==> config.mk <==
export PLATFORM = sky130hd
export DESIGN_NAME = pwm_ramp_sequencer_flat
export DESIGN_NICKNAME = d
export VERILOG_FILES = /design/src/rtl/pwm_ramp_sequencer_if.sv /design/src/rtl/pwm_ramp_sequencer.sv /design/src/flat_wrapper.sv
export SDC_FILE = /design/constraint.sdc
export NUM_CORES = 1
export LEC_CHECK = 0
export CORE_UTILIZATION = 45
export DETAILED_ROUTE_END_ITERATION = 10
export GPL_TIMING_DRIVEN = 0
export PLACE_DENSITY = 0.72
export SYNTH_ARGS = -nofsm -noshare
export SYNTH_HDL_FRONTEND = slang
export SYNTH_SLANG_ARGS = --single-unit
==> constraint.sdc <==
create_clock -name CLK -period 4.15 [get_ports CLK]
set_input_delay 0.6225 -clock CLK [delete_from_list [all_inputs] [get_ports CLK]]
set_output_delay 0.6225 -clock CLK [all_outputs]
set_load 0.03 [all_outputs]
==> src/rtl/pwm_ramp_sequencer_if.sv <==
// Purpose: bundles the run request, ramp configuration, driver status and
//          driver configuration signals shared by pwm_ramp_sequencer and
//          the PWM driver it supervises.
// Signals:
//   ENABLE, TARGET_PWM, RAMP_STEP, RAMP_CYCLES, BBM_CFG, PRESCALER_CFG,
//   RETRY_LIMIT                 - run request and configuration (to sequencer)
//   CYCLE, FAULT_DETECT, LIMIT_PWM - driver status (to sequencer)
//   DRV_RESET_n, PWM, BREAK_BEFORE_MAKE, PRESCALER - driver control (from sequencer)
//   STATE, READY, LOCKOUT       - sequencer status (from sequencer)
// Modports: master = sequencer side, slave = driver/host side.
interface pwm_ramp_sequencer_if;
   logic       ENABLE;
   logic [7:0] TARGET_PWM;
   logic [3:0] RAMP_STEP;
   logic [3:0] RAMP_CYCLES;
   logic [3:0] BBM_CFG;
   logic [2:0] PRESCALER_CFG;
   logic [1:0] RETRY_LIMIT;
   logic       CYCLE;
   logic       FAULT_DETECT;
   logic [7:0] LIMIT_PWM;
   logic       DRV_RESET_n;
   logic [7:0] PWM;
   logic [3:0] BREAK_BEFORE_MAKE;
   logic [2:0] PRESCALER;
   logic [2:0] STATE;
   logic       READY;
   logic       LOCKOUT;

   modport master (
      input  ENABLE, TARGET_PWM, RAMP_STEP, RAMP_CYCLES, BBM_CFG, PRESCALER_CFG,
             RETRY_LIMIT, CYCLE, FAULT_DETECT, LIMIT_PWM,
      output DRV_RESET_n, PWM, BREAK_BEFORE_MAKE, PRESCALER, STATE, READY, LOCKOUT
   );

   modport slave (
      output ENABLE, TARGET_PWM, RAMP_STEP, RAMP_CYCLES, BBM_CFG, PRESCALER_CFG,
             RETRY_LIMIT, CYCLE, FAULT_DETECT, LIMIT_PWM,
      input  DRV_RESET_n, PWM, BREAK_BEFORE_MAKE, PRESCALER, STATE, READY, LOCKOUT
   );
endinterface

==> src/rtl/pwm_ramp_sequencer.sv <==
// Purpose: soft-start / fault-retry supervisor for a PWM driver. Ramps the
//          duty toward TARGET_PWM in steps paced by the driver's CYCLE pulse,
//          folds back on I/V limit events, and retries a faulted driver up to
//          RETRY_LIMIT times before locking out.
// Ports:
//   CLK      - clock, rising edge
//   RESET_n  - synchronous active-low reset
//   bus      - pwm_ramp_sequencer_if.master (config/status in, driver control out)
// Parameters:
//   RETRY_WAIT - CLK cycles the driver is held in reset between retries
module pwm_ramp_sequencer #(
   parameter int unsigned RETRY_WAIT = 16
) (
   input logic                  CLK,
   input logic                  RESET_n,
   pwm_ramp_sequencer_if.master bus
);

   localparam int unsigned WAIT_W    = (RETRY_WAIT > 1) ? $clog2(RETRY_WAIT) : 1;
   localparam int unsigned WAIT_LAST = (RETRY_WAIT > 0) ? RETRY_WAIT - 1 : 0;
   localparam int unsigned RUN_W     = 4;

   typedef enum logic [2:0] {
      S_IDLE  = 3'd0,
      S_RAMP  = 3'd1,
      S_RUN   = 3'd2,
      S_FAULT = 3'd3,
      S_RETRY = 3'd4,
      S_LOCK  = 3'd5
   } state_t;

   state_t              state_q, state_d;
   logic [7:0]          pwm_q, pwm_d;
   logic                drv_q, drv_d;
   logic [3:0]          bbm_q, bbm_d;
   logic [2:0]          presc_q, presc_d;
   logic                ready_q, lockout_q;
   logic [3:0]          ramp_cnt_q, ramp_cnt_d;
   logic [RUN_W-1:0]    run_cnt_q, run_cnt_d;
   logic [1:0]          retry_q, retry_d;
   logic [WAIT_W-1:0]   wait_q, wait_d;

   // Zero-valued step/cycle settings behave as 1
   logic [3:0] eff_step, eff_cycles;
   logic [4:0] ramp_cnt_inc;
   logic       ramp_hit;
   logic [8:0] ramp_sum;
   logic [7:0] ramp_pwm;

   assign eff_step     = (bus.RAMP_STEP   == 4'd0) ? 4'd1 : bus.RAMP_STEP;
   assign eff_cycles   = (bus.RAMP_CYCLES == 4'd0) ? 4'd1 : bus.RAMP_CYCLES;
   assign ramp_cnt_inc = 5'(ramp_cnt_q) + 5'd1;
   assign ramp_hit     = (ramp_cnt_inc == 5'(eff_cycles));
   // 9-bit sum so a large step near 255 saturates at the target instead of wrapping
   assign ramp_sum     = 9'(pwm_q) + 9'(eff_step);
   assign ramp_pwm     = (ramp_sum > 9'(bus.TARGET_PWM)) ? bus.TARGET_PWM : ramp_sum[7:0];

   // State and output registers
   always_ff @(posedge CLK) begin
      if (!RESET_n) begin
         state_q    <= S_IDLE;
         pwm_q      <= 8'd0;
         drv_q      <= 1'b0;
         bbm_q      <= 4'hF;
         presc_q    <= 3'd0;
         ready_q    <= 1'b0;
         lockout_q  <= 1'b0;
         ramp_cnt_q <= 4'd0;
         run_cnt_q  <= '0;
         retry_q    <= 2'd0;
         wait_q     <= '0;
      end else begin
         state_q    <= state_d;
         pwm_q      <= pwm_d;
         drv_q      <= drv_d;
         bbm_q      <= bbm_d;
         presc_q    <= presc_d;
         ready_q    <= (state_d == S_RUN);
         lockout_q  <= (state_d == S_LOCK);
         ramp_cnt_q <= ramp_cnt_d;
         run_cnt_q  <= run_cnt_d;
         retry_q    <= retry_d;
         wait_q     <= wait_d;
      end
   end

   // Next-state and next-output logic; priority is
   // ENABLE low > fault > limit fold-back > target decrease > ramp step
   always_comb begin
      state_d    = state_q;
      pwm_d      = pwm_q;
      drv_d      = drv_q;
      bbm_d      = bbm_q;
      presc_d    = presc_q;
      ramp_cnt_d = ramp_cnt_q;
      run_cnt_d  = run_cnt_q;
      retry_d    = retry_q;
      wait_d     = wait_q;

      case (state_q)
         S_IDLE: begin
            pwm_d   = 8'd0;
            drv_d   = 1'b0;
            retry_d = 2'd0;
            bbm_d   = bus.BBM_CFG;
            presc_d = bus.PRESCALER_CFG;
            if (bus.ENABLE) begin
               state_d    = S_RAMP;
               drv_d      = 1'b1;
               ramp_cnt_d = 4'd0;
            end
         end

         S_RAMP, S_RUN: begin
            if (!bus.ENABLE) begin
               state_d = S_IDLE;
               pwm_d   = 8'd0;
               drv_d   = 1'b0;
            end else if (bus.FAULT_DETECT) begin
               state_d = S_FAULT;
               pwm_d   = 8'd0;
            end else if (bus.CYCLE && (bus.LIMIT_PWM < pwm_q)) begin
               state_d    = S_RAMP;
               pwm_d      = bus.LIMIT_PWM;
               ramp_cnt_d = 4'd0;
            end else if (bus.TARGET_PWM < pwm_q) begin
               pwm_d = bus.TARGET_PWM;
            end else if (state_q == S_RUN) begin
               if (bus.TARGET_PWM > pwm_q) begin
                  state_d    = S_RAMP;
                  ramp_cnt_d = 4'd0;
               end
            end else if (bus.TARGET_PWM == pwm_q) begin
               state_d = S_RUN;
            end else if (bus.CYCLE) begin
               if (ramp_hit) begin
                  pwm_d      = ramp_pwm;
                  ramp_cnt_d = 4'd0;
               end else begin
                  ramp_cnt_d = ramp_cnt_inc[3:0];
               end
            end
         end

         // Single-clock decision point between another retry and lockout
         S_FAULT: begin
            if (!bus.ENABLE) begin
               state_d = S_IDLE;
               pwm_d   = 8'd0;
               drv_d   = 1'b0;
            end else if (retry_q == bus.RETRY_LIMIT) begin
               state_d = S_LOCK;
               pwm_d   = 8'd0;
               drv_d   = 1'b0;
            end else begin
               state_d = S_RETRY;
               retry_d = retry_q + 2'd1;
               drv_d   = 1'b0;
               wait_d  = '0;
            end
         end

         // Driver held in reset for RETRY_WAIT clocks, then a fresh ramp from 0
         S_RETRY: begin
            if (!bus.ENABLE) begin
               state_d = S_IDLE;
               pwm_d   = 8'd0;
               drv_d   = 1'b0;
            end else if (wait_q == WAIT_W'(WAIT_LAST)) begin
               state_d    = S_RAMP;
               drv_d      = 1'b1;
               pwm_d      = 8'd0;
               ramp_cnt_d = 4'd0;
            end else begin
               wait_d = wait_q + WAIT_W'(1);
            end
         end

         S_LOCK: begin
            pwm_d = 8'd0;
            drv_d = 1'b0;
            if (!bus.ENABLE) state_d = S_IDLE;
         end

         default: begin
            state_d = S_IDLE;
            pwm_d   = 8'd0;
            drv_d   = 1'b0;
         end
      endcase

      // Sustained healthy running forgives earlier retries
      if (state_d != S_RUN) begin
         run_cnt_d = '0;
      end else if ((state_q == S_RUN) && bus.CYCLE) begin
         if (run_cnt_q == RUN_W'(15)) begin
            run_cnt_d = '0;
            retry_d   = 2'd0;
         end else begin
            run_cnt_d = run_cnt_q + RUN_W'(1);
         end
      end
   end

   assign bus.STATE             = state_q;
   assign bus.PWM               = pwm_q;
   assign bus.DRV_RESET_n       = drv_q;
   assign bus.BREAK_BEFORE_MAKE = bbm_q;
   assign bus.PRESCALER         = presc_q;
   assign bus.READY             = ready_q;
   assign bus.LOCKOUT           = lockout_q;

endmodule

==> src/flat_wrapper.sv <==
// flat-port wrapper written by rule: the top's interface ports become plain ports
module pwm_ramp_sequencer_flat 
#(
   parameter int unsigned RETRY_WAIT = 16
)
  (CLK, RESET_n, bus_ENABLE, bus_TARGET_PWM, bus_RAMP_STEP, bus_RAMP_CYCLES, bus_BBM_CFG, bus_PRESCALER_CFG, bus_RETRY_LIMIT, bus_CYCLE, bus_FAULT_DETECT, bus_LIMIT_PWM, bus_DRV_RESET_n, bus_PWM, bus_BREAK_BEFORE_MAKE, bus_PRESCALER, bus_STATE, bus_READY, bus_LOCKOUT);
  pwm_ramp_sequencer_if bus_i ();
  input logic CLK;
  input logic RESET_n;
  input wire logic [$bits(bus_i.ENABLE)-1:0] bus_ENABLE;
  input wire logic [$bits(bus_i.TARGET_PWM)-1:0] bus_TARGET_PWM;
  input wire logic [$bits(bus_i.RAMP_STEP)-1:0] bus_RAMP_STEP;
  input wire logic [$bits(bus_i.RAMP_CYCLES)-1:0] bus_RAMP_CYCLES;
  input wire logic [$bits(bus_i.BBM_CFG)-1:0] bus_BBM_CFG;
  input wire logic [$bits(bus_i.PRESCALER_CFG)-1:0] bus_PRESCALER_CFG;
  input wire logic [$bits(bus_i.RETRY_LIMIT)-1:0] bus_RETRY_LIMIT;
  input wire logic [$bits(bus_i.CYCLE)-1:0] bus_CYCLE;
  input wire logic [$bits(bus_i.FAULT_DETECT)-1:0] bus_FAULT_DETECT;
  input wire logic [$bits(bus_i.LIMIT_PWM)-1:0] bus_LIMIT_PWM;
  output wire logic [$bits(bus_i.DRV_RESET_n)-1:0] bus_DRV_RESET_n;
  output wire logic [$bits(bus_i.PWM)-1:0] bus_PWM;
  output wire logic [$bits(bus_i.BREAK_BEFORE_MAKE)-1:0] bus_BREAK_BEFORE_MAKE;
  output wire logic [$bits(bus_i.PRESCALER)-1:0] bus_PRESCALER;
  output wire logic [$bits(bus_i.STATE)-1:0] bus_STATE;
  output wire logic [$bits(bus_i.READY)-1:0] bus_READY;
  output wire logic [$bits(bus_i.LOCKOUT)-1:0] bus_LOCKOUT;
  assign bus_i.ENABLE = bus_ENABLE;
  assign bus_i.TARGET_PWM = bus_TARGET_PWM;
  assign bus_i.RAMP_STEP = bus_RAMP_STEP;
  assign bus_i.RAMP_CYCLES = bus_RAMP_CYCLES;
  assign bus_i.BBM_CFG = bus_BBM_CFG;
  assign bus_i.PRESCALER_CFG = bus_PRESCALER_CFG;
  assign bus_i.RETRY_LIMIT = bus_RETRY_LIMIT;
  assign bus_i.CYCLE = bus_CYCLE;
  assign bus_i.FAULT_DETECT = bus_FAULT_DETECT;
  assign bus_i.LIMIT_PWM = bus_LIMIT_PWM;
  assign bus_DRV_RESET_n = bus_i.DRV_RESET_n;
  assign bus_PWM = bus_i.PWM;
  assign bus_BREAK_BEFORE_MAKE = bus_i.BREAK_BEFORE_MAKE;
  assign bus_PRESCALER = bus_i.PRESCALER;
  assign bus_STATE = bus_i.STATE;
  assign bus_READY = bus_i.READY;
  assign bus_LOCKOUT = bus_i.LOCKOUT;
  pwm_ramp_sequencer #(.RETRY_WAIT(RETRY_WAIT)) u_core (.CLK(CLK), .RESET_n(RESET_n), .bus(bus_i));
endmodule
==> flow_summary.json <==
{
  "htree_levels": 2,
  "grt_pass1_wl_mm": 11.49,
  "fin_hold_ws_ns": 0.4671,
  "leakage_nw": 1.476,
  "worst-endpoint-arrival_ns": 4.18,
  "post_synth_mux_area_share_pct": 2.818,
  "core_region_area_mm2": 0.005991,
  "synth-simple-area-share_pct": 23.38,
  "outcome": "finished, final reports clean",
  "io_pins": 59,
  "critPathRequiredTime_ns": 4.35,
  "timing.critical_path.to_type": "flop",
  "post_route_fraction_of_the_period_consumed_by_the_critical_path_pct": 95.93,
  "synth_compound_area_share_pct": 24.48,
  "final_hold_viol_count": 0,
  "slew_headroom_pct": 50.86,
  "finish.cell_count_without_fillers": 486,
  "globalRouteTotalUtil_pct": 22.39,
  "ys.flop_type": "sky130_fd_sc_hd__dfxtp_1",
  "total_via_count_in_the_routed_design": 2719,
  "clk_pin_slew_ns": 0.08,
  "fillerInstances": 521,
  "peakVddDrop_v": 0.0001529,
  "slew_violations": 0,
  "synth_adder_area_share_pct": 13.91,
  "synth_cell_types": 58,
  "ys.warnings.count": 0,
  "synth.yosys.seq_area_share_pct": 24.66,
  "power.density_mw_per_mm2": 241.3,
  "post-route-min-period_ns": 3.981,
  "total_wire_length_mm": 7.170,
  "timing.setup.critical_path_class": "input port to flop",
  "top_layer_used": "met4",
  "max-cap-violations": 0,
  "synthesis.area_per_instance_um2": 8.308,
  "antenna_violations_before_repair": 0,
  "mostFrequentLayoutCells": "56 x sky130_fd_sc_hd__clkdlybuf4s50_1, 35 x sky130_fd_sc_hd__dfxtp_1, 34 x sky130_fd_sc_hd__nand2_1",
  "dpl_cell_area_mm2": 0.003506,
  "drt-met1-wl_mm": 3.348,
  "finalClockSkew_ns": 0.01243,
  "pin_count_of_the_biggest_net_entering_global_routing": 14,
  "vias_in_the_first_global_route": 2503,
  "die_height_um": 81.47,
  "layout.cells.most_common": "sky130_fd_sc_hd__clkdlybuf4s50_1",
  "chipWidth_um": 81.47,
  "detail-route-antenna-nets": 0,
  "die_area_mm2": 0.006637,
  "synthCells": 342,
  "layout.nets": 479,
  "effective_utilization_at_floorplan_pct": 47.43,
  "highest_clock_frequency_the_design_can_meet_mhz": 251.2,
  "gpl.final_weighted_congestion": 0.8516,
  "detail_route.first_pass.iterations": 4,
  "yosys_register_bits": 35,
  "wl_per_cell_um": 14.75,
  "syn_nets": 411,
  "holdBufCountCts": 0,
  "post_synth_xor_area_fraction_pct": 4.932,
  "detailedPlacementHpwl_mm": 5.458,
  "drt-vias-per-instance": 5.595,
  "drive_gt1_share_pct": 8.759,
  "wl_met3_um": 416,
  "num_rows": 28,
  "wl_met2_mm": 3.382,
  "netlist_area_mm2": 0.002841,
  "hold_path_class": "flop to flop",
  "largest_family_of_logic_cells_by_synthesized_area": "compound AO/OA/AOI/OAI gates",
  "clkSinkCount": 35,
  "worst_setup_path_start_kind": "input port",
  "clock_tree.buffer_depth": 2,
  "synth_async_sr_flop_share_pct": 0,
  "insertion_delay_ns": 0.31,
  "cts_tree": "yes",
  "gr-total-overflow": 0,
  "buffer_ports.inserted": 57,
  "area_growth_syn_to_layout_pct": 29.94,
  "drcViolationCount": 0,
  "worst-path-max-fanout": 5,
  "finalInstanceArea_mm2": 0.003692,
  "fin_total_pwr_w": 0.0008909,
  "initial_drt_markers": 100,
  "cts-buffers-inserted": 5,
  "number_of_flops_mapped_to_enable_cells_by_yosys": 0,
  "report.final.setup_viol": 0,
  "antenna_cells_inserted": 0,
  "tightest_slew_ns": 0.7314,
  "cts-root-buf": "sky130_fd_sc_hd__clkbuf_8",
  "dp.cells": 474
}
area by class of cell:
type	instances	area, um2	share of cell area [%]
plain buffers	15	70.07	1.898
multi-input cells	266	2014	54.56
well taps	75	93.84	2.542
repair buffers	61	600.6	16.27
clock buffers	5	68.82	1.864
clock inverters	3	46.29	1.254
flip-flops and latches	35	700.7	18.98
inverters	26	97.59	2.643
flip-flops by register name (all words and copies together) (netlist names):
register	flops
u_core.wait_q	4
u_core.bus.READY	1
u_core.bus.DRV_RESET_n	1
u_core.bus.PRESCALER	3
u_core.bus.PWM	8
u_core.run_cnt_q	4
u_core.retry_q	2
u_core.bus.BREAK_BEFORE_MAKE	4
u_core.bus.LOCKOUT	1
u_core.bus.STATE	3
u_core.ramp_cnt_q	4
metal layers:
layer / up-vias / global-route usage, %
met4: 0 / 8.929
li1: 1382 / -
met3: 2 / 4.000
met2: 79 / 37.00
met5: - / 0
met1: 1256 / 28.64
report_power, final:
part | switching [W] | total [W] | internal, W
combinational | 0.000116 | 0.000216 | 0.000100
sequential | 0.00000579 | 0.000350 | 0.000344
clock | 0.000144 | 0.000325 | 0.000181
total | 0.000266 | 0.000891 | 0.000625
per-stage QoR:
step / setup slack [ns] / setup TNS (ns) / util [%]
final: 0.1689 / 0 / 61.63
after global routing: -0.04163 / -0.07151 / 61.63
after CTS: 0.004880 / 0 / 60.51
after detailed placement: -0.3913 / -2.706 / 58.52
after global placement: -0.3760 / -2.560 / 58.52
after floorplan: 0.4292 / 0 / -
cell families after synthesis:
| group | count (synthesis) |
|---|---|
| AND/OR/NAND/NOR | 124 |
| AO/OA/AOI/OAI | 87 |
| buffers and inverters | 41 |
| flip-flops | 35 |
| adder cells (fa/ha/maj) | 31 |
| XOR/XNOR | 16 |
| multiplexers | 8 |
path summary, 6_finish.rpt:
path	end	from	slack, ns	depth (start not counted)
worst max-delay path	u_core.bus.PWM[3]$_SDFFE_PN0P_	bus_RAMP_STEP[3]	0.17	19
worst min register to register	u_core.bus.PRESCALER[1]$_SDFFE_PN0P_	u_core.bus.PRESCALER[1]$_SDFFE_PN0P_	0.47	2
worst min-delay path	u_core.bus.PRESCALER[1]$_SDFFE_PN0P_	u_core.bus.PRESCALER[1]$_SDFFE_PN0P_	0.47	2
worst max register to register	u_core.bus.PWM[3]$_SDFFE_PN0P_	u_core.bus.PWM[0]$_SDFFE_PN0P_	0.69	16
repair_timing:
item,in CTS,in global routing
setup buffers,0,3
pin swaps,0,5
gates cloned,0,1
gates resized for setup,1,11
endpoints found under the hold margin,0,0
setup endpoints to repair,7,8
Yosys cell counts, drive strengths merged, types with 2 or more instances:
library cell,instances,area share (%)
a31oi,2,0.66
a21oi,17,3.4
nand3,10,1.8
o311ai,2,1.2
and2b,2,0.53
nand4,11,2.9
nor2b,5,1.1
xnor2,7,2.2
nor3,12,2.1
nand2,35,4.9
dfxtp,35,25
a221o,8,2.8
o21ai,13,2.3
o21a,6,1.6
xor2,9,2.8
o2111ai,2,0.62
and2,5,1.1
and3,3,0.70
a21o,2,0.53
clkbuf,11,1.5
a21boi,6,1.6
inv,26,3.4
ha,30,13
or3b,2,0.62
a211oi,6,1.6
mux2i,8,2.8
buf,4,0.92
a32o,3,1.1
o211ai,6,1.6
or3,2,0.44
nor2,25,3.3
nand2b,7,1.5
o22ai,2,0.44
critical path, stage by stage:
cell	delay [ns]
sky130_fd_sc_hd__clkdlybuf4s50_1	0.43
sky130_fd_sc_hd__nor3_2	0.16
sky130_fd_sc_hd__or2_4	0.14
sky130_fd_sc_hd__ha_4	0.12
sky130_fd_sc_hd__inv_1	0.05
sky130_fd_sc_hd__fa_2	0.34
sky130_fd_sc_hd__nand2b_1	0.17
sky130_fd_sc_hd__a21oi_2	0.23
sky130_fd_sc_hd__buf_4	0.15
sky130_fd_sc_hd__xnor2_1	0.07
sky130_fd_sc_hd__ha_1	0.31
sky130_fd_sc_hd__nand4_1	0.15
sky130_fd_sc_hd__o21a_1	0.21
sky130_fd_sc_hd__a31oi_1	0.14
sky130_fd_sc_hd__o211ai_1	0.17
sky130_fd_sc_hd__buf_4	0.23
sky130_fd_sc_hd__mux2i_1	0.15
sky130_fd_sc_hd__nor2_1	0.06
sky130_fd_sc_hd__a221o_1	0.26
No activity file was read; power rests on OpenSTA's default activity.
